$ cat config.mk
export PLATFORM = sky130hd
export DESIGN_NAME = datamover_wr_arbiter
export DESIGN_NICKNAME = d
export VERILOG_FILES = /design/src/rtl/datamover_arb_pkg.sv /design/src/rtl/rr_arbiter.sv /design/src/rtl/datamover_wr_arbiter.sv
export SDC_FILE = /design/constraint.sdc
export NUM_CORES = 1
export LEC_CHECK = 0
export CORE_AREA = 5 5 240 242
export CTS_BUF_LIST = sky130_fd_sc_hd__clkbuf_2
export DETAILED_ROUTE_END_ITERATION = 8
export DIE_AREA = 0 0 245 247
export HOLD_SLACK_MARGIN = 0.1
export PLACE_DENSITY_LB_ADDON = 0.12
export SLEW_MARGIN = 20
export SYNTH_ARGS = -nofsm -noshare
export SYNTH_HDL_FRONTEND = slang
export SYNTH_SLANG_ARGS = --single-unit
$ cat constraint.sdc
create_clock -name clk -period 7 [get_ports clk]
set_input_delay 0.7 -clock clk [delete_from_list [all_inputs] [get_ports clk]]
set_output_delay 0.7 -clock clk [all_outputs]
set_load 0.02 [all_outputs]
$ cat src/rtl/datamover_arb_pkg.sv
// Shared types and helpers for the datamover write-path arbiter.
package datamover_arb_pkg;

    localparam int unsigned BEAT_BYTES = 8;

    typedef enum logic [1:0] {
        IDLE,
        CMD,
        DATA,
        DONE
    } arb_state_t;

    // Number of data beats needed to carry len bytes (rounded up).
    function automatic logic [31:0] beats_of(input logic [31:0] len);
        return (len / BEAT_BYTES) + (((len % BEAT_BYTES) != 32'd0) ? 32'd1 : 32'd0);
    endfunction

endpackage

$ cat src/rtl/rr_arbiter.sv
// Combinational round-robin picker: first set request at or after i_rr_ptr wins.
module rr_arbiter #(
    parameter int unsigned NUM_REQ = 4,
    localparam int unsigned ID_W = $clog2(NUM_REQ)
) (
    input  logic [NUM_REQ-1:0] i_req,
    input  logic [ID_W-1:0]    i_rr_ptr,
    output logic [NUM_REQ-1:0] o_grant,
    output logic [ID_W-1:0]    o_grant_id
);

    logic [ID_W-1:0] idx;
    logic            found;

    // Scan requesters starting at the pointer, wrapping around once.
    always_comb begin
        o_grant    = '0;
        o_grant_id = '0;
        idx        = '0;
        found      = 1'b0;
        for (int unsigned i = 0; i < NUM_REQ; i++) begin
            idx = ID_W'((32'(i_rr_ptr) + i) % NUM_REQ);
            if (!found && i_req[idx]) begin
                found        = 1'b1;
                o_grant[idx] = 1'b1;
                o_grant_id   = idx;
            end
        end
    end

endmodule

$ cat src/rtl/datamover_wr_arbiter.sv
// Shares one datamover S2MM write path between NUM_REQ requesters, round-robin.
module datamover_wr_arbiter
    import datamover_arb_pkg::*;
#(
    parameter int unsigned NUM_REQ = 4,
    parameter int unsigned ADDR_W  = 32,
    parameter int unsigned LEN_W   = 23,
    parameter int unsigned DATA_W  = 64,
    localparam int unsigned ID_W   = $clog2(NUM_REQ)
) (
    input  logic                      clk,
    input  logic                      rst,
    input  logic [NUM_REQ*ADDR_W-1:0] i_req_addr,
    input  logic [NUM_REQ*LEN_W-1:0]  i_req_length,
    input  logic [NUM_REQ-1:0]        i_req,
    output logic [NUM_REQ-1:0]        o_req_ack,
    input  logic [NUM_REQ-1:0]        i_wr_valid,
    input  logic [NUM_REQ*DATA_W-1:0] i_wr_data,
    output logic [NUM_REQ-1:0]        o_wr_ready,
    output logic [NUM_REQ-1:0]        o_wr_finish,
    output logic [ADDR_W-1:0]         o_dm_cmd_addr,
    output logic [LEN_W-1:0]          o_dm_cmd_length,
    output logic                      o_dm_cmd_req,
    input  logic                      i_dm_cmd_ack,
    output logic                      o_dm_wr_valid,
    output logic [DATA_W-1:0]         o_dm_wr_data,
    input  logic                      i_dm_wr_ready,
    input  logic                      i_dm_write_finish,
    output logic                      o_busy,
    output logic [ID_W-1:0]           o_grant_id,
    output logic                      o_err
);

    arb_state_t         state_q, state_d;
    logic [ID_W-1:0]    grant_q, grant_d;
    logic [ID_W-1:0]    rr_ptr_q, rr_ptr_d;
    logic [ADDR_W-1:0]  addr_q, addr_d;
    logic [LEN_W-1:0]   len_q, len_d;
    logic [LEN_W-1:0]   beats_q, beats_d;
    logic               err_q, err_d;

    logic [NUM_REQ-1:0] arb_grant;
    logic [ID_W-1:0]    arb_id;
    logic [ADDR_W-1:0]  sel_addr;
    logic [LEN_W-1:0]   sel_len;
    logic               data_phase;

    rr_arbiter #(
        .NUM_REQ (NUM_REQ)
    ) u_rr_arbiter (
        .i_req      (i_req),
        .i_rr_ptr   (rr_ptr_q),
        .o_grant    (arb_grant),
        .o_grant_id (arb_id)
    );

    assign sel_addr        = i_req_addr[arb_id*ADDR_W +: ADDR_W];
    assign sel_len         = i_req_length[arb_id*LEN_W +: LEN_W];
    assign data_phase      = (state_q == DATA) && (beats_q != '0);
    assign o_dm_cmd_req    = (state_q == CMD);
    assign o_busy          = (state_q != IDLE);
    assign o_grant_id      = grant_q;
    assign o_dm_cmd_addr   = addr_q;
    assign o_dm_cmd_length = len_q;
    assign o_err           = err_q;

    // Route handshakes and data between the granted requester and the datamover.
    always_comb begin
        o_req_ack     = '0;
        o_wr_ready    = '0;
        o_wr_finish   = '0;
        o_dm_wr_valid = i_wr_valid[grant_q] & data_phase;
        o_dm_wr_data  = '0;
        if (state_q == CMD) begin
            o_req_ack[grant_q] = i_dm_cmd_ack;
        end
        if (data_phase) begin
            o_wr_ready[grant_q] = i_dm_wr_ready;
        end
        if (state_q == DATA) begin
            o_dm_wr_data = i_wr_data[grant_q*DATA_W +: DATA_W];
        end
        if (state_q == DONE) begin
            o_wr_finish[grant_q] = 1'b1;
        end
    end

    // Next-state logic: grant, command, data, completion.
    always_comb begin
        state_d  = state_q;
        grant_d  = grant_q;
        rr_ptr_d = rr_ptr_q;
        addr_d   = addr_q;
        len_d    = len_q;
        beats_d  = beats_q;
        err_d    = 1'b0;
        case (state_q)
            IDLE: begin
                if (|arb_grant) begin
                    grant_d = arb_id;
                    addr_d  = sel_addr;
                    len_d   = sel_len;
                    beats_d = LEN_W'(beats_of(32'(sel_len)));
                    state_d = CMD;
                end
            end
            CMD: begin
                if (i_dm_cmd_ack) begin
                    state_d = (beats_q == '0) ? DONE : DATA;
                end
            end
            DATA: begin
                if (o_dm_wr_valid && i_dm_wr_ready) begin
                    beats_d = beats_q - 1'b1;
                end
                // A beat accepted in the same cycle as finish counts as delivered.
                if (i_dm_write_finish) begin
                    state_d = DONE;
                    err_d   = (beats_d != '0);
                end
            end
            DONE: begin
                rr_ptr_d = (grant_q == ID_W'(NUM_REQ - 1)) ? '0 : grant_q + 1'b1;
                state_d  = IDLE;
            end
            default: state_d = IDLE;
        endcase
    end

    // State registers with asynchronous reset.
    always_ff @(posedge clk or posedge rst) begin
        if (rst) begin
            state_q  <= IDLE;
            grant_q  <= '0;
            rr_ptr_q <= '0;
            addr_q   <= '0;
            len_q    <= '0;
            beats_q  <= '0;
            err_q    <= 1'b0;
        end else begin
            state_q  <= state_d;
            grant_q  <= grant_d;
            rr_ptr_q <= rr_ptr_d;
            addr_q   <= addr_d;
            len_q    <= len_d;
            beats_q  <= beats_d;
            err_q    <= err_d;
        end
    end

endmodule

==> reports/metrics.csv, run 1 <==
metric,value,unit
Yosys reg bits,85,
starting density of the core,16.3,%
First-pass DRT Iterations,5,
Fmax achieved,190,MHz
"Seq/Total Area, Yosys",23.8,%
Pwr Density,373,nW/um^2
Multi-input gate area,6400,sq um
layout cells sized above 1,8.45,%
largest cells by area after synthesis,"dfrtp_1, mux4_2, nand2_1",
Worst Skew,0.0650,ns
io pins,626,
Syn Nets,1623,
Slew @ Worst Pin,0.879,ns
r2r setup slk,1.75,ns
Starting DRT DRC Count,489,
critical path's slowest cell,dfrtp_1,
fin crit period,5.25,ns
Final period util,75.1,%
Post-synth top flop,dfrtp_1,
CTS sink cnt,85,
total chip power,0.00596,W
leakage,6.09,nW
synth warn,0,
first-pass GRT wire length,78200,microns
port bufs,625,
total wire length,55000,microns
kind of end point of the critical path,flip-flop,
Synth top area share,23.8,%
root buf cell,clkbuf_2,
"area leader, netlist",dfrtp_1,
Final ANT Viol Nets,0,
"Core Util, Final",29.1,%
Placer Congestion,0.871,
most frequent cell after synthesis,nand2_1,
"IR drop worst, VDD",0.000133,V
top cell types by occurrence after synthesis,"nand2_1, nand3_1, o21ai_0",
largest net degree at the start of global routing,68,
Setup CP Type,flip-flop to flip-flop,
die outline width,245,microns
CP cell instances,inv_1 -> ha_1 -> inv_1 -> a41oi_2 -> o31ai_4 -> nor2_4 -> nand2_1 -> and3_1 -> a31oi_1 -> ha_1 -> nand3_1 -> or3_1 -> nor4b_2 -> xor2_1 -> a22oi_1,
vias in the first global route,11300,
Total Routing Usage GR,17.3,%
Critical Path AT,5.78,ns
Final Net Count,2184,
core area,54900,sq um
initial antenna violation count,15,
Max clock buf depth,2,
CTS tree,yes,
Die Y,247,microns
RSZ-0062 raised after global routing,no,
row cnt,86,
total CTS buffers,9,
post-CTS sizing,0,
H-tree lvl count,3,
Via density,4.52,
Hold Crit Class,primary input to async pin,
synth unique cells,75,
Critical Path Max Stage Delay,0.96,ns
MaxCap Viol Count,0,
Remaining DRCs,0,
final setup fails,0,
startpoint types,flip-flop,
synthesized area,8950,sq um
share of flip-flops with an asynchronous set or reset,100,%
final setup TNS,0,ns
WL/cell,23.0,microns
Layout fillers,5976,
design area,16000,sq um
Post-synth EDFFs,0,
Post-DP HPWL,45700,microns
area occupied by registers,2130,sq um
Worst-path clk slew,0.31,ns
Max-slew headroom,41.4,%
via count,10800,
post-CTS setup buffers,0,
Hold Slack,0.404,ns
Avg Synthesized Cell Area,8.03,sq um
clk_lat worst skew,0.68,ns
die outline area,60500,sq um
grt total ovfl,0,
Post-Syn Instances,1115,
Post-CTS Hold Buffers,0,
placed cell area,15900,sq um
CP Data Required Time,7.53,ns
final hold violations,0,
crit path max fanout,24,
synthesis-to-finish area growth,78.6,%
Pins Over Slew Limit,0,
status,completed,
## layout make-up
cell class                 instances  share of cell area [%]
sequential                        85                    13.3
clock inverter                     6                   0.438
inverter                          19                   0.462
antenna                            5                  0.0782
timing repair buffer             640                    39.8
clock buffer                      10                   0.313
tap                              704                    5.51
multi-input combinational        921                    40.0
## worst max-delay path, delay by kind of cell (launching register included)
family	cells	cell delay, ns
fa+ha+maj	2	0.88
compound gates	4	0.80
simple gates	6	1.90
xor+xnor	1	0.18
buf+inv	2	0.40
flops	1	0.96
## through the flow
step,cells,worst slack (ns)
floorplan,1115,2.58
global placement,2369,1.96
detailed placement,2369,1.78
CTS,2385,1.75
global route,2389,1.30
finish,2390,1.75
## per-layer routing
layer | share of wire, % | global-route usage, % | vias up
li1 | - | - | 5153
met4 | 1.7 | 3.98 | 12
met2 | 50 | 30.1 | 419
met1 | 40 | 20.3 | 5155
met5 | 0.11 | 0 | -
met3 | 8.7 | 6.26 | 53
## power breakdown
group          internal [W]  switching (W)
logic               0.00196        0.00265
registers          0.000734       0.000311
clock network     0.0000880       0.000214
total               0.00279        0.00318
## sequential cells by signal, indices dropped and copies added (netlist names)
register / cells
beats_q: 23
o_dm_cmd_addr: 32
o_dm_cmd_length: 23
o_err: 1
o_grant_id: 2
rr_ptr_q: 2
state_q: 2
## cell families after synthesis
group | Yosys count | share of synthesized area (%)
AND/OR/NAND/NOR | 588 | 31.9
multiplexers | 101 | 21.2
AO/OA/AOI/OAI | 197 | 13.9
buffers and inverters | 109 | 5.10
XOR/XNOR | 16 | 1.57
flip-flops | 85 | 23.8
adder cells (fa/ha/maj) | 19 | 2.66
## final timing paths
kind	from	end	depth (start not counted)
max reg2reg	rr_ptr_q[0]	beats_q[17]	15
min in group clk	o_dm_cmd_addr[16]	o_dm_cmd_addr[16]	2
min reg2reg	o_dm_cmd_addr[16]	o_dm_cmd_addr[16]	2
max in group asynchronous	rst	o_grant_id[0]	3
min	rst	o_dm_cmd_addr[21]	2
max	rr_ptr_q[0]	beats_q[17]	15
## layout by cell type (no fill, tap or decap), types with 16 or more instances in the layout
cell type	n
mux2i_1	19
inv_1	16
nor2_1	38
nand4_1	22
dfrtp_1	83
clkdlybuf4s50_1	625
nand2_1	268
a21oi_1	31
nand3_1	111
and2_1	73
mux4_2	69
ha_1	18
o21ai_0	94
(Power assumes the default switching activity.)
==> run 2, diff against run 1 <==
- CORE_AREA: 5 5 240 242 -> 5 5 241 243
- DIE_AREA: 0 0 245 247 -> 0 0 246 248
- clock period: 7 -> 4.3 ns (I/O delays scaled with it)
==> reports/metrics.csv, run 2 (synthesized netlist as in run 1, its figures left out) <==
metric,value,unit,change
status,completed,,unchanged
starting density of the core,16.1,%,was 16.3%
reg2reg path depth,15,,unchanged
grt total ovfl,0,,unchanged
"IR drop worst, VDD",0.000257,V,was 0.000133 V
Via density,4.42,,was 4.52
Placer Congestion,0.863,,was 0.871
first-pass GRT wire length,77300,microns,was 78200 microns
die outline area,61000,sq um,was 60500 sq um
placed cell area,16200,sq um,was 15900 sq um
row cnt,87,,was 86
io pins,626,,unchanged
"commonest non-fill, non-tap cell in the layout",clkdlybuf4s50_1,,unchanged
Slew @ Worst Pin,1.02,ns,was 0.879 ns
via count,10900,,was 10800
WL/cell,22.1,microns,was 23.0 microns
die outline width,246,microns,was 245 microns
Worst-path clk slew,0.31,ns,about the same
Critical Path AT,3.68,ns,was 5.78 ns
RSZ-0062 raised after global routing,no,,unchanged
total CTS buffers,9,,unchanged
post-CTS setup buffers,0,,unchanged
"commonest cells after routing, fill and taps aside","clkdlybuf4s50_1, nand2_1, nand3_1",,unchanged
hold path cells,3,,
CP cell instances,inv_1 -> ha_1 -> nor4b_1 -> nand4b_1 -> o21ai_0 -> buf_4 -> nor2_1 -> clkdlybuf4s50_1,,was inv_1 -> ha_1 -> inv_1 -> a41oi_2 -> o31ai_4 -> nor2_4 -> nand2_1 -> and3_1 -> a31oi_1 -> ha_1 -> nand3_1 -> or3_1 -> nor4b_2 -> xor2_1 -> a22oi_1
Starting DRT DRC Count,586,,was 489
Critical Path Max Stage Delay,0.64,ns,was 0.96 ns
CTS tree,yes,,unchanged
r2r setup slk,0.55,ns,was 1.75 ns
Remaining DRCs,0,,unchanged
total wire length,54700,microns,was 55000 microns
max reg flops,32,,unchanged
Hold Slack,0.288,ns,was 0.404 ns
core area,55700,sq um,was 54900 sq um
"Core Util, Final",29.4,%,was 29.1%
Max clock buf depth,2,,unchanged
CTS sink cnt,85,,unchanged
Post-DP HPWL,46000,microns,was 45700 microns
RR Startpoint,rr_ptr_q[0],,unchanged
First-pass DRT Iterations,5,,unchanged
design area,16400,sq um,was 16000 sq um
Worst Skew,0.0771,ns,was 0.0650 ns
hold worst-path end,o_err,,
CP Data Required Time,3.87,ns,was 7.53 ns
crit path max fanout,7,,was 24
layout cells sized above 1,10.1,%,was 8.45%
fin crit period,4.11,ns,
largest net degree at the start of global routing,82,,was 68
Hold Startpoint,i_dm_write_finish,,
post-CTS sizing,0,,unchanged
MaxCap Viol Count,0,,unchanged
Max-slew headroom,32.0,%,was 41.4%
Post-CTS Hold Buffers,1,,was 0
Die Y,248,microns,was 247 microns
startpoint types,flip-flop,,unchanged
Final Net Count,2214,,was 2184
final hold violations,0,,unchanged
Setup CP Type,flip-flop to output pin,,was flip-flop to flip-flop
leakage,6.27,nW,was 6.09 nW
Total Routing Usage GR,17.0,%,was 17.3%
Pins Over Slew Limit,0,,unchanged
final setup TNS,0,ns,unchanged
initial antenna violation count,8,,was 15
Final ANT Viol Nets,0,,unchanged
RR Endpoint,beats_q[14],,was beats_q[17]
root buf cell,clkbuf_2,,unchanged
placed cells,2450,,was 2369
H-tree lvl count,3,,unchanged
Final period util,95.6,%,
non-filler instance count after layout,2473,,was 2390
clk_lat worst skew,0.68,ns,about the same
port bufs,625,,unchanged
critical path's slowest cell,clkdlybuf4s50_1,,was dfrtp_1
Fmax achieved,243,MHz,
vias in the first global route,11500,,was 11300
synthesis-to-finish area growth,82.7,%,was 78.6%
Pwr Density,611,nW/um^2,was 373 nW/um^2
Hold Crit Class,primary input to flip-flop,,was primary input to async pin
kind of end point of the critical path,output pin,,was flip-flop
final setup fails,0,,unchanged
## run 2: power by group
group	switching (W)	total, W	internal (W)
Clock	0.000351	0.000557	0.000206
Sequential	0.000344	0.00154	0.00120
Combinational	0.00451	0.00790	0.00340
## run 2: area by class of cell
cell class | count | area, sq um
repair buffers | 670 | 6630
clock inverters | 6 | 103
well taps | 756 | 946
flip-flops and latches | 85 | 2130
fillers | 6026 | 39400
multi-input cells | 921 | 6400
diodes | 6 | 15.0
inverters | 19 | 73.8
clock buffers | 10 | 50.0
## run 2: metrics by stage
step | setup WS (ns) | power [W]
2_1_floorplan | 0.0555 | 0.00620
3_3_place_gp | 0.204 | 0.00962
3_5_place_dp | 0.122 | 0.00961
4_1_cts | 0.245 | 0.0102
5_1_grt | 0.0186 | 0.0109
6_report | 0.191 | 0.0100
## run 2: how the worst max path moves through the flow
| stage | startpoint | to | depth (start not counted) |
|---|---|---|---|
| final | beats_q[0] | o_dm_wr_valid | 8 |
| after detailed placement | i_req[3] | beats_q[14] | 14 |
| after floorplan | rr_ptr_q[0] | beats_q[17] | 22 |
| after CTS | beats_q[0] | o_dm_wr_valid | 8 |
| after global routing | beats_q[0] | o_dm_wr_valid | 8 |
| after global placement | i_req[2] | beats_q[19] | 14 |
## run 2: worst max-delay path: cells and delay by family, from the launching register on
kind / cells / cell delay (ns)
buffers and inverters: 3 / 0.98
AND/OR/NAND/NOR: 3 / 0.75
AO/OA/AOI/OAI: 1 / 0.58
flip-flops: 1 / 0.51
adder cells (fa/ha/maj): 1 / 0.22
## run 2: per-layer routing
layer / track usage [%] / part of all wire [%] / up-vias
li1: - / - / 5216
met1: 20.3 / 40 / 5220
met2: 28.5 / 49 / 441
met3: 6.89 / 9.7 / 50
met4: 4.30 / 2.0 / 6
met5: 0 / 0.071 / -
